[src/rtl/nec_ir_decoder.sv]
// NEC infrared frame decoder: measures pulse widths on the synchronised pin,
// assembles the 32-bit frame, checks complements and reports command / repeats.
module nec_ir_decoder #(
    parameter int unsigned LEAD_L_MIN = 400_000,
    parameter int unsigned LEAD_L_MAX = 500_000,
    parameter int unsigned LEAD_H_MIN = 200_000,
    parameter int unsigned LEAD_H_MAX = 250_000,
    parameter int unsigned REP_H_MIN  = 100_000,
    parameter int unsigned REP_H_MAX  = 137_500,
    parameter int unsigned BIT_L_MIN  = 20_000,
    parameter int unsigned BIT_L_MAX  = 35_000,
    parameter int unsigned ZERO_H_MIN = 20_000,
    parameter int unsigned ZERO_H_MAX = 35_000,
    parameter int unsigned ONE_H_MIN  = 75_000,
    parameter int unsigned ONE_H_MAX  = 95_000,
    parameter int unsigned TIMEOUT    = 600_000
) (
    input  logic        sys_clk,
    input  logic        sys_rst_n,
    input  logic        inf_in,
    output logic [19:0] data,
    output logic [7:0]  addr,
    output logic        frame_vld,
    output logic        repeat_en
);

    localparam logic [19:0] T_OUT = 20'(TIMEOUT);

    typedef enum logic [2:0] {
        IDLE,
        LEAD_L,
        LEAD_H,
        BIT_L,
        BIT_H,
        CHECK
    } state_t;

    state_t      state;
    logic        s1, s2, s3;
    logic        fall, rise;
    logic [19:0] cnt;
    logic [4:0]  bit_idx;
    logic [31:0] shift_reg;
    logic        have_frame;

    function automatic logic in_win(input logic [19:0] v, input int unsigned lo, input int unsigned hi);
        return (v >= 20'(lo)) && (v <= 20'(hi));
    endfunction

    // The pin is asynchronous; the first two flops resolve metastability.
    always_ff @(posedge sys_clk or negedge sys_rst_n) begin
        if (!sys_rst_n) begin
            s1 <= 1'b1;
            s2 <= 1'b1;
            s3 <= 1'b1;
        end else begin
            s1 <= inf_in;
            s2 <= s1;
            s3 <= s2;
        end
    end

    assign fall = s3 & ~s2;
    assign rise = ~s3 & s2;

    always_ff @(posedge sys_clk or negedge sys_rst_n) begin
        if (!sys_rst_n) begin
            cnt <= 20'd0;
        end else if (fall || rise) begin
            cnt <= 20'd0;
        end else if (cnt != T_OUT) begin
            cnt <= cnt + 20'd1;
        end
    end

    always_ff @(posedge sys_clk or negedge sys_rst_n) begin
        if (!sys_rst_n) begin
            state      <= IDLE;
            bit_idx    <= 5'd0;
            shift_reg  <= 32'd0;
            have_frame <= 1'b0;
            data       <= 20'd0;
            addr       <= 8'd0;
            frame_vld  <= 1'b0;
            repeat_en  <= 1'b0;
        end else begin
            frame_vld <= 1'b0;
            repeat_en <= 1'b0;
            if (state != IDLE && cnt == T_OUT) begin
                state <= IDLE;
            end else begin
                case (state)
                    IDLE: begin
                        if (fall) begin
                            state <= LEAD_L;
                        end
                    end
                    LEAD_L: begin
                        if (rise) begin
                            state <= in_win(cnt, LEAD_L_MIN, LEAD_L_MAX) ? LEAD_H : IDLE;
                        end
                    end
                    LEAD_H: begin
                        if (fall) begin
                            if (in_win(cnt, LEAD_H_MIN, LEAD_H_MAX)) begin
                                state     <= BIT_L;
                                bit_idx   <= 5'd0;
                                shift_reg <= 32'd0;
                            end else begin
                                repeat_en <= in_win(cnt, REP_H_MIN, REP_H_MAX) && have_frame;
                                state     <= IDLE;
                            end
                        end
                    end
                    BIT_L: begin
                        if (rise) begin
                            state <= in_win(cnt, BIT_L_MIN, BIT_L_MAX) ? BIT_H : IDLE;
                        end
                    end
                    BIT_H: begin
                        // LSB arrives first, so shifting right leaves it in bit 0 after 32 bits.
                        if (fall) begin
                            if (in_win(cnt, ZERO_H_MIN, ZERO_H_MAX) || in_win(cnt, ONE_H_MIN, ONE_H_MAX)) begin
                                shift_reg <= {in_win(cnt, ONE_H_MIN, ONE_H_MAX), shift_reg[31:1]};
                                if (bit_idx == 5'd31) begin
                                    state <= CHECK;
                                end else begin
                                    bit_idx <= bit_idx + 5'd1;
                                    state   <= BIT_L;
                                end
                            end else begin
                                state <= IDLE;
                            end
                        end
                    end
                    CHECK: begin
                        if (shift_reg[15:8] == ~shift_reg[7:0] && shift_reg[31:24] == ~shift_reg[23:16]) begin
                            addr       <= shift_reg[7:0];
                            data       <= {12'd0, shift_reg[23:16]};
                            frame_vld  <= 1'b1;
                            have_frame <= 1'b1;
                        end
                        state <= IDLE;
                    end
                    default: state <= IDLE;
                endcase
            end
        end
    end

endmodule

[config.mk]
export PLATFORM = sky130hd
export DESIGN_NAME = nec_ir_decoder
export DESIGN_NICKNAME = d
export VERILOG_FILES = /design/src/rtl/nec_ir_decoder.sv
export SDC_FILE = /design/constraint.sdc
export NUM_CORES = 1
export LEC_CHECK = 0
export ABC_AREA = 1
export BUFFER_PORTS_ARGS = -buffer_cell sky130_fd_sc_hd__buf_2
export CAP_MARGIN = 20
export CORE_AREA = 2 2 104 106
export CTS_CLUSTER_SIZE = 30
export DETAILED_ROUTE_END_ITERATION = 16
export DIE_AREA = 0 0 106 108
export PLACE_DENSITY = 0.67
export SYNTH_ARGS = -nofsm -noshare
export SYNTH_HDL_FRONTEND = slang
export SYNTH_SLANG_ARGS = --single-unit
[constraint.sdc]
create_clock -name sys_clk -period 2.5 [get_ports sys_clk]
set_input_delay 0.25 -clock sys_clk [delete_from_list [all_inputs] [get_ports sys_clk]]
set_output_delay 0.25 -clock sys_clk [all_outputs]
set_load 0.005 [all_outputs]
==> metrics.csv, run 1 <==
metric,value,unit
outcome,finished clean,
most numerous cell in the Yosys netlist,nand2_1,
Final Critical Period,2.30,ns
Int Pwr,0.00176,W
worst slew pin tran,0.579,ns
Worst setup SP type,flop,
Yosys warning total,0,
number of global-route vias before repair,4198,
Residual DRC,0,
Area contributors post-synth,"dfrtp_1 (39%), nand2_1 (12%), nand3_1 (7.6%)",
register area share after synthesis,40.8,%
max reg flops,32,
worst path bufs/invs,2,
placeable core region,10200,um2
fillers,1023,
num rows,37,
pwr dens,457,nW/um2
Sequential Power Share,56.0,%
largest net degree at the start of global routing,51,
CTS Sinks,82,
Area Growth Syn to Fin,6.41,%
Tot GR Track Use,24.4,%
final hold vios,0,
Max Cap Viol,0,
Peak VDD IR,414,uV
met1 WL,6230,um
top sig layer,met4,
Clk pwr share,36.1,%
Synth Flop Type,dfrtp_1,
Vias,4489,
Slew HR,60.9,%
CP Class,reg -> reg,
Finished Layout Cells,851,
Finish-stage setup viols,0,
starting DRC count in detailed routing,386,
Initial Utilization,49.2,%
Seq cells post-synth,82,
"Slowest-stage cell, CP",dfrtp_1,
I/O Pins,33,
TNS Setup,0,ns
Vert. Die Dim,108,um
wire length per cell,15.1,um
via density per instance,5.27,
Cells after DPL,833,
Tcrit/Tclk final,91.9,%
clock root buffer,clkbuf_8,
worst min-delay path class,in -> async,
Most common cell on crit path,nand3_1,
Post-synth EDFFs,0,
total CTS buffers,9,
post-synthesis instance total,697,
CP max FO,32,
Multi-input gate area,2420,um2
die area,11400,um2
CTS tree,yes,
Final HPWL DP,9410,um
critical path's top delay family,simple AND/OR/NAND/NOR gates,
Syn Area/Cell,7.23,um2
H-tree lvl count,3,
area of placed instances,5150,um2
Comb power frac,7.9,%
Post-synth top cells,"nand2_1 (166), nor2_1 (95), inv_1 (81)",
RSZ-0062 raised after global routing,false,
DRT Wirelength,12900,um
crit path cell chain,clkinvlp_4 > nand3_1 > nor2_1 > nand4_1 > nand3_1 > nand2_2 > nand2_2 > nand2_4 > nand2_4 > buf_6 > nand3_1 > nand2_1,
clock transition at the registers of the reported paths,0.09,ns
Final ANT Viol Nets,0,
die extent in x,106,um
GP Congestion,0.916,
WP data arrival,2.60,ns
final hold slack,0.363,ns
skew final,0.00814,ns
Switching Share,27.9,%
CP peak stage delay,0.51,ns
initial antenna violation count,0,
cell area after layout,5360,um2
layout cells sized above 1,10.6,%
max-slew violations,0,
total congestion overflow,0,
Pleak,2.61,nW
"Distinct cells, synth",39,
DR pass1 iterations,5,
Setup crit end kind,flop,
maximum clock frequency,0.435,GHz
Register Area,2060,um2
post-synth top area share,39.2,%
Nets,719,
ys async rst share,100,%
Crit path required time,2.81,ns
Clock Path Buffers,2,
top cell type by total area after synthesis,dfrtp_1,
PortBufs,20,
diode count,0,
switching power,0.000683,W
Met2 Wirelength,5610,um
global-route wire length before repair,21900,um
mapped cell area,5040,um2
Skew-Pair Late Insertion Delay,0.37,ns
Routed met3 length,829,um
==> worst paths after layout <==
check / startpoint / endpoint / slack [ns] / cells after the start
setup / recovery: cnt[12] / shift_reg[7] / 0.20 / 12
hold / removal: sys_rst_n / cnt[11] / 0.36 / 2
setup reg to reg: cnt[12] / shift_reg[7] / 0.20 / 12
hold reg to reg: s1 / s2 / 0.36 / 0
max in group asynchronous: sys_rst_n / shift_reg[7] / 1.53 / 3
min in group sys_clk: s1 / s2 / 0.36 / 0
==> logic make-up after synthesis <==
| kind of cell | count (synthesis) | share of synthesized area [%] |
|---|---|---|
| simple gates | 398 | 35.1 |
| compound gates | 70 | 7.92 |
| other cells | 1 | 0.0744 |
| flops | 82 | 40.8 |
| fa+ha+maj | 6 | 1.49 |
| xor+xnor | 14 | 2.43 |
| buf+inv | 126 | 12.2 |
==> layer usage <==
| metal | vias up | track usage, % |
|---|---|---|
| met3 | 17 | 3.92 |
| met4 | 0 | 7.80 |
| met2 | 149 | 35.3 |
| met5 | - | 0 |
| met1 | 2093 | 37.3 |
| li1 | 2230 | - |
==> repair_timing <==
action	in CTS	in global routing
hold buffers	2	0
setup endpoints to repair	0	32
resized for setup	0	4
hold endpoints to repair	30	0
buffers inserted	0	0
==> stage by stage <==
step | setup slack, ns | utilization, % | power, W
final | 0.202 | 52.4 | 0.00245
after floorplan | 0.701 | - | 0.00152
after global routing | 0.0365 | 52.4 | 0.00256
after detailed placement | 0.0963 | 50.3 | 0.00159
after CTS | 0.0509 | 52.2 | 0.00247
after global placement | 0.0373 | 50.3 | 0.00158
==> cell usage in the layout (no fill, tap or decap), drive strengths merged, types with 3 or more instances in the layout <==
| master | n |
|---|---|
| a221oi | 3 |
| nor3b | 3 |
| conb | 12 |
| a211oi | 3 |
| nand4 | 10 |
| inv | 85 |
| clkbuf | 10 |
| nand2 | 180 |
| nor2 | 102 |
| xor2 | 6 |
| buf | 28 |
| a21oi | 18 |
| xnor2 | 8 |
| o21ai | 38 |
| dfstp | 3 |
| nand3 | 77 |
| nor3 | 16 |
| ha | 6 |
| clkinv | 6 |
| nor4 | 8 |
| dfrtp | 79 |
==> layout make-up <==
class | instances | area share, %
Multi-Input combinational cell | 500 | 45.1
Clock inverter | 6 | 0.793
Sequential cell | 82 | 38.3
Inverter | 87 | 6.16
Clock buffer | 10 | 2.38
Tap cell | 136 | 3.17
Timing Repair Buffer | 30 | 4.01
==> worst register-to-register path, delay by kind of cell (launching register included) <==
kind | cells | cell delay, ns
buffers and inverters | 2 | 0.49
and+or+nand+nor | 10 | 1.24
DFF | 1 | 0.51
==> power by group through the flow <==
stage          sequential [W]  clock (W)  combinational [W]
2_1_floorplan         0.00139          0           0.000131
3_3_place_gp          0.00140          0           0.000186
3_5_place_dp          0.00140          0           0.000192
4_1_cts               0.00137   0.000904           0.000194
5_1_grt               0.00138   0.000958           0.000230
6_report              0.00137   0.000884           0.000192
No activity file was read; power rests on OpenSTA's default activity.
==> run 2, diff against run 1 <==
--- a/config.mk
+++ b/config.mk
@@ -8,11 +8,13 @@
 export ABC_AREA = 1
 export BUFFER_PORTS_ARGS = -buffer_cell sky130_fd_sc_hd__buf_2
 export CAP_MARGIN = 20
-export CORE_AREA = 2 2 104 106
+export CELL_PAD_IN_SITES_DETAIL_PLACEMENT = 1
+export CELL_PAD_IN_SITES_GLOBAL_PLACEMENT = 1
+export CORE_AREA = 2 2 109 111
 export CTS_CLUSTER_SIZE = 30
 export DETAILED_ROUTE_END_ITERATION = 16
-export DIE_AREA = 0 0 106 108
-export PLACE_DENSITY = 0.67
+export DIE_AREA = 0 0 111 113
+export PLACE_DENSITY_LB_ADDON = 0.1
 export SYNTH_ARGS = -nofsm -noshare
 export SYNTH_HDL_FRONTEND = slang
 export SYNTH_SLANG_ARGS = --single-unit
==> run 2 against run 1 <==
Net effect: die area up 9.6%; clock skew about the same; critical path depth up 1; critical endpoint is now shift_reg[0].
==> metrics.csv, run 2 (synthesis gave the netlist of run 1 again) <==
metric,value,unit,change
Pleak,2.70,nW,was 2.61 nW
TNS Setup,0,ns,unchanged
RSZ-0062 raised after global routing,false,,unchanged
maximum clock frequency,0.437,GHz,was 0.435 GHz
Setup crit end kind,flop,,unchanged
Clock Path Buffers,2,,unchanged
global-route wire length before repair,25000,um,was 21900 um
Area Growth Syn to Fin,9.98,%,was 6.41%
max reg flops,32,,unchanged
pre-CTS WS,0.137,ns,was 0.0963 ns
Final ANT Viol Nets,0,,unchanged
DRT Wirelength,15100,um,was 12900 um
CTS tree,yes,,unchanged
pwr dens,539,nW/um2,was 457 nW/um2
GP Congestion,0.968,,was 0.916
Peak VDD IR,358,uV,was 414 uV
final hold vios,0,,unchanged
worst min-delay path class,reg -> reg,,was in -> async
DR pass1 iterations,6,,was 5
initial antenna violation count,0,,unchanged
Residual DRC,0,,unchanged
Final Critical Period,2.29,ns,was 2.30 ns
number of global-route vias before repair,4700,,was 4198
Vert. Die Dim,113,um,was 108 um
worst slew pin tran,0.643,ns,was 0.579 ns
Initial Utilization,44.7,%,was 49.2%
crit path cell chain,inv_1 > nor2_1 > nand2_1 > nor2_1 > nand4_1 > nand3_1 > nand2_2 > nand2_2 > nand2_4 > nand2_4 > buf_4 > nand3_1 > nand2_1,,was clkinvlp_4 > nand3_1 > nor2_1 > nand4_1 > nand3_1 > nand2_2 > nand2_2 > nand2_4 > nand2_4 > buf_6 > nand3_1 > nand2_1
skew final,0.00806,ns,was 0.00814 ns
Finish-stage setup viols,0,,unchanged
Skew-Pair Late Insertion Delay,0.35,ns,was 0.37 ns
starting DRC count in detailed routing,319,,was 386
placeable core region,11300,um2,was 10200 um2
max-slew violations,0,,unchanged
num rows,39,,was 37
Nets,727,,was 719
Vias,4658,,was 4489
Slew HR,56.7,%,was 60.9%
Final HPWL DP,10900,um,was 9410 um
wire length per cell,17.4,um,was 15.1 um
clock root buffer,clkbuf_16,,was clkbuf_8
outcome,finished clean,,unchanged
"Slowest-stage cell, CP",dfrtp_1,,unchanged
"commonest non-fill, non-tap cell in the layout",nand2_1,,unchanged
Crit path required time,2.79,ns,was 2.81 ns
PortBufs,20,,unchanged
die area,12500,um2,was 11400 um2
fillers,1476,,was 1023
total CTS buffers,9,,unchanged
CP peak stage delay,0.57,ns,was 0.51 ns
"commonest cells after routing, fill and taps aside","nand2_1 (166), nor2_1 (95), inv_1 (80)",,unchanged
largest net degree at the start of global routing,45,,was 51
Final WS setup,0.213,ns,was 0.202 ns
die extent in x,111,um,was 106 um
H-tree lvl count,3,,unchanged
WP data arrival,2.58,ns,was 2.60 ns
Tot GR Track Use,25.1,%,was 24.4%
diode count,0,,unchanged
CP max FO,20,,was 32
clock transition at the registers of the reported paths,0.06,ns,was 0.09 ns
Worst setup SP type,flop,,unchanged
layout cells sized above 1,11.8,%,was 10.6%
CP Class,reg -> reg,,unchanged
CTS Sinks,82,,unchanged
total congestion overflow,0,,unchanged
I/O Pins,33,,unchanged
Max Cap Viol,0,,unchanged
Tcrit/Tclk final,91.5,%,was 91.9%
via density per instance,5.38,,was 5.27
-- run 2: final timing paths --
check | from | endpoint | slack (ns) | depth (start not counted)
hold reg to reg | s1 | s2 | 0.36 | 0
hold / removal | s1 | s2 | 0.36 | 0
setup / recovery | cnt[16] | shift_reg[0] | 0.21 | 13
setup reg to reg | cnt[16] | shift_reg[0] | 0.21 | 13
min in group asynchronous | sys_rst_n | cnt[7] | 0.46 | 2
max in group asynchronous | sys_rst_n | s3 | 1.28 | 3
-- run 2: area by class of cell --
class	count	area (um2)	share of cell area [%]
Tap cell	143	179	3.23
Clock inverter	5	61.3	1.11
Clock buffer	11	253	4.56
Timing Repair Buffer	38	243	4.38
Multi-Input combinational cell	500	2420	43.7
Inverter	87	330	5.96
Sequential cell	82	2060	37.1
-- run 2: worst max-delay path: cells and delay by family (launching register included) --
kind          cells  cell delay (ns)
buf+inv           2             0.41
flops             1             0.57
simple gates     11             1.24
-- run 2: repair_timing --
item                                    4_1_cts  5_1_grt
hold buffers                                  2        0
endpoints found under the hold margin        43        0
gates resized for setup                       0        2
buffers inserted                              0        3
endpoints found under the setup margin        0       32
-- run 2: where the power goes --
part           internal (W)  switching, W
sequential          0.00135     0.0000264
combinational     0.0000539      0.000149
clock              0.000834      0.000577
total               0.00224      0.000752
-- run 2: metal layers --
metal / GRT usage (%) / vias to the layer above / share of wire (%)
met3: 3.59 / 20 / 5.1
met1: 38.6 / 2281 / 50
met4: 8.75 / 0 / 1.8
met5: 0 / - / 0
met2: 36.2 / 119 / 43
li1: - / 2238 / -
-- run 2: metrics by stage --
stage / util (%) / power [W] / area, um2 / instances / hold WS, ns
after floorplan: - / 0.00152 / 5080 / 708 / -0.0456
after global placement: 45.9 / 0.00159 / 5170 / 845 / 0.299
after detailed placement: 45.9 / 0.00159 / 5170 / 845 / 0.302
after CTS: 48.9 / 0.00302 / 5510 / 863 / 0.365
after global routing: 49.2 / 0.00310 / 5540 / 866 / 0.366
final: 49.2 / 0.00299 / 5540 / 866 / 0.363
==> run 3, diff against run 2 <==
--- a/config.mk
+++ b/config.mk
@@ -15,6 +15,7 @@
 export DETAILED_ROUTE_END_ITERATION = 16
 export DIE_AREA = 0 0 111 113
 export PLACE_DENSITY_LB_ADDON = 0.1
+export SETUP_SLACK_MARGIN = 0.3
 export SYNTH_ARGS = -nofsm -noshare
 export SYNTH_HDL_FRONTEND = slang
 export SYNTH_SLANG_ARGS = --single-unit
==> run 3 against run 2 <==
Net effect: clock power barely moved; die area did not move; via count rose by 0.15%; critical path depth did not move; non-clock buffer count did not move; final cell count rose by 0.12%; clock skew barely moved; sequential power barely moved; worst hold slack barely moved; critical path type unchanged; critical endpoint unchanged.
==> metrics.csv, run 3 (synthesis gave the netlist of run 1 again) <==
metric,value,unit,change
Clock Path Buffers,2,,unchanged
Crit path required time,2.74,ns,was 2.79 ns
Finished Layout Cells,867,,was 866
num rows,39,,unchanged
"commonest cells after routing, fill and taps aside","nand2_1 (163), nor2_1 (88), inv_1 (80)",,"was nand2_1 (166), nor2_1 (95), inv_1 (80)"
worst min-delay path class,reg -> reg,,unchanged
clock transition at the registers of the reported paths,0.06,ns,about the same
CP Class,reg -> reg,,unchanged
Worst setup SP type,flop,,unchanged
CP max FO,20,,unchanged
DRT Wirelength,15300,um,was 15100 um
diode count,0,,unchanged
skew final,0.00806,ns,about the same
H-tree lvl count,3,,unchanged
R2R depth,13,,unchanged
DR pass1 iterations,5,,was 6
max-slew violations,0,,unchanged
Final Critical Period,2.11,ns,was 2.29 ns
TNS Setup,0,ns,unchanged
Tcrit/Tclk final,84.2,%,was 91.5%
initial antenna violation count,0,,unchanged
RSZ-0062 raised after global routing,true,,was false
worst path bufs/invs,3,,was 2
WP data arrival,2.34,ns,was 2.58 ns
Initial Utilization,44.7,%,unchanged
outcome,finished clean,,unchanged
fillers,1464,,was 1476
PortBufs,20,,unchanged
WHS Path Cells,0,,unchanged
Nets,728,,was 727
layout cells sized above 1,15.7,%,was 11.8%
Final HPWL DP,10900,um,unchanged
Register Area,2070,um2,was 2060 um2
placeable core region,11300,um2,unchanged
number of global-route vias before repair,4710,,was 4700
Peak VDD IR,393,uV,was 358 uV
starting DRC count in detailed routing,292,,was 319
global-route wire length before repair,25100,um,was 25000 um
I/O Pins,33,,unchanged
Skew-Pair Late Insertion Delay,0.35,ns,about the same
hold path start,s1,,unchanged
total congestion overflow,0,,unchanged
pwr dens,525,nW/um2,was 539 nW/um2
Setup crit end kind,flop,,unchanged
hold endpoint,s2,,unchanged
maximum clock frequency,0.475,GHz,was 0.437 GHz
Vert. Die Dim,113,um,unchanged
pre-CTS WS,0.137,ns,unchanged
die area,12500,um2,unchanged
GP Congestion,0.968,,unchanged
Pleak,2.73,nW,was 2.70 nW
Multi-input gate area,2510,um2,was 2420 um2
final hold slack,0.363,ns,about the same
wire length per cell,17.7,um,was 17.4 um
total CTS buffers,9,,unchanged
Cells after DPL,845,,unchanged
Finish-stage setup viols,0,,unchanged
critical path's top delay family,simple AND/OR/NAND/NOR gates,,unchanged
Slew HR,59.4,%,was 56.7%
worst slew pin tran,0.609,ns,was 0.643 ns
CTS tree,yes,,unchanged
Final ANT Viol Nets,0,,unchanged
Area Growth Syn to Fin,12.9,%,was 9.98%
CP peak stage delay,0.48,ns,was 0.57 ns
Residual DRC,0,,unchanged
final hold vios,0,,unchanged
max reg flops,32,,unchanged
die extent in x,111,um,unchanged
"Slowest-stage cell, CP",dfrtp_2,,was dfrtp_1
Tot GR Track Use,25.3,%,was 25.1%
clock root buffer,clkbuf_16,,unchanged
via density per instance,5.38,,about the same
Max Cap Viol,0,,unchanged
RR Endpoint,shift_reg[0],,unchanged
largest net degree at the start of global routing,45,,unchanged
"Core Util, Final",50.4,%,was 49.2%
Reg-to-Reg Start,cnt[7],,was cnt[16]
crit path cell chain,inv_1 > nand2_2 > o21bai_1 > inv_1 > nand2_1 > nand2_1 > nand2_2 > nand2_2 > nand2_4 > nand2_8 > buf_12 > nand3_1 > nand2_1,,was inv_1 > nor2_1 > nand2_1 > nor2_1 > nand4_1 > nand3_1 > nand2_2 > nand2_2 > nand2_4 > nand2_4 > buf_4 > nand3_1 > nand2_1
CTS Sinks,82,,unchanged
"commonest non-fill, non-tap cell in the layout",nand2_1,,unchanged
Final WS setup,0.394,ns,was 0.213 ns
R2R Setup Slk,0.39,ns,was 0.21 ns
Vias,4665,,was 4658
run 3: worst max path at each step:
stage	slack, ns	depth (start not counted)	start	end
floorplan	0.70	12	cnt[11]	shift_reg[2]
global placement	0.23	12	cnt[12]	shift_reg[16]
detailed placement	0.14	12	cnt[12]	shift_reg[4]
CTS	0.30	9	cnt[4]	cnt[19]
global route	0.25	12	cnt[15]	shift_reg[0]
finish	0.39	13	cnt[7]	shift_reg[0]
run 3: routing by layer:
layer / vias up / global-route usage [%] / wire length (um)
li1: 2249 / - / -
met1: 2288 / 38.9 / 7730
met2: 110 / 36.2 / 6580
met3: 18 / 3.59 / 739
met4: 0 / 8.75 / 257
met5: - / 0 / 0
run 3: stage by stage:
stage	instance area, um2	power [W]
floorplan	5080	0.00152
global placement	5170	0.00159
detailed placement	5170	0.00159
CTS	5530	0.00302
global route	5690	0.00311
finish	5690	0.00298
run 3: where the power goes:
group          leakage, nW  switching (W)  internal [W]
clock network        0.156       0.000570      0.000834
logic                 1.46       0.000149     0.0000558
registers             1.11      0.0000281       0.00135
total                 2.73       0.000747       0.00224
run 3: layout make-up:
| type | instances | area share, % |
|---|---|---|
| Clock buffer | 11 | 4.44 |
| Clock inverter | 5 | 1.08 |
| Inverter | 87 | 5.79 |
| Multi-Input combinational cell | 501 | 44.2 |
| Sequential cell | 82 | 36.4 |
| Tap cell | 143 | 3.15 |
| Timing Repair Buffer | 38 | 4.91 |
run 3: repair_timing:
item | in CTS | in global routing
resized for setup | 9 | 34
pin swaps | 0 | 2
setup endpoints to repair | 33 | 53
cloned | 0 | 1
setup buffers | 0 | 3
hold buffers | 2 | 0
hold endpoints to repair | 43 | 0
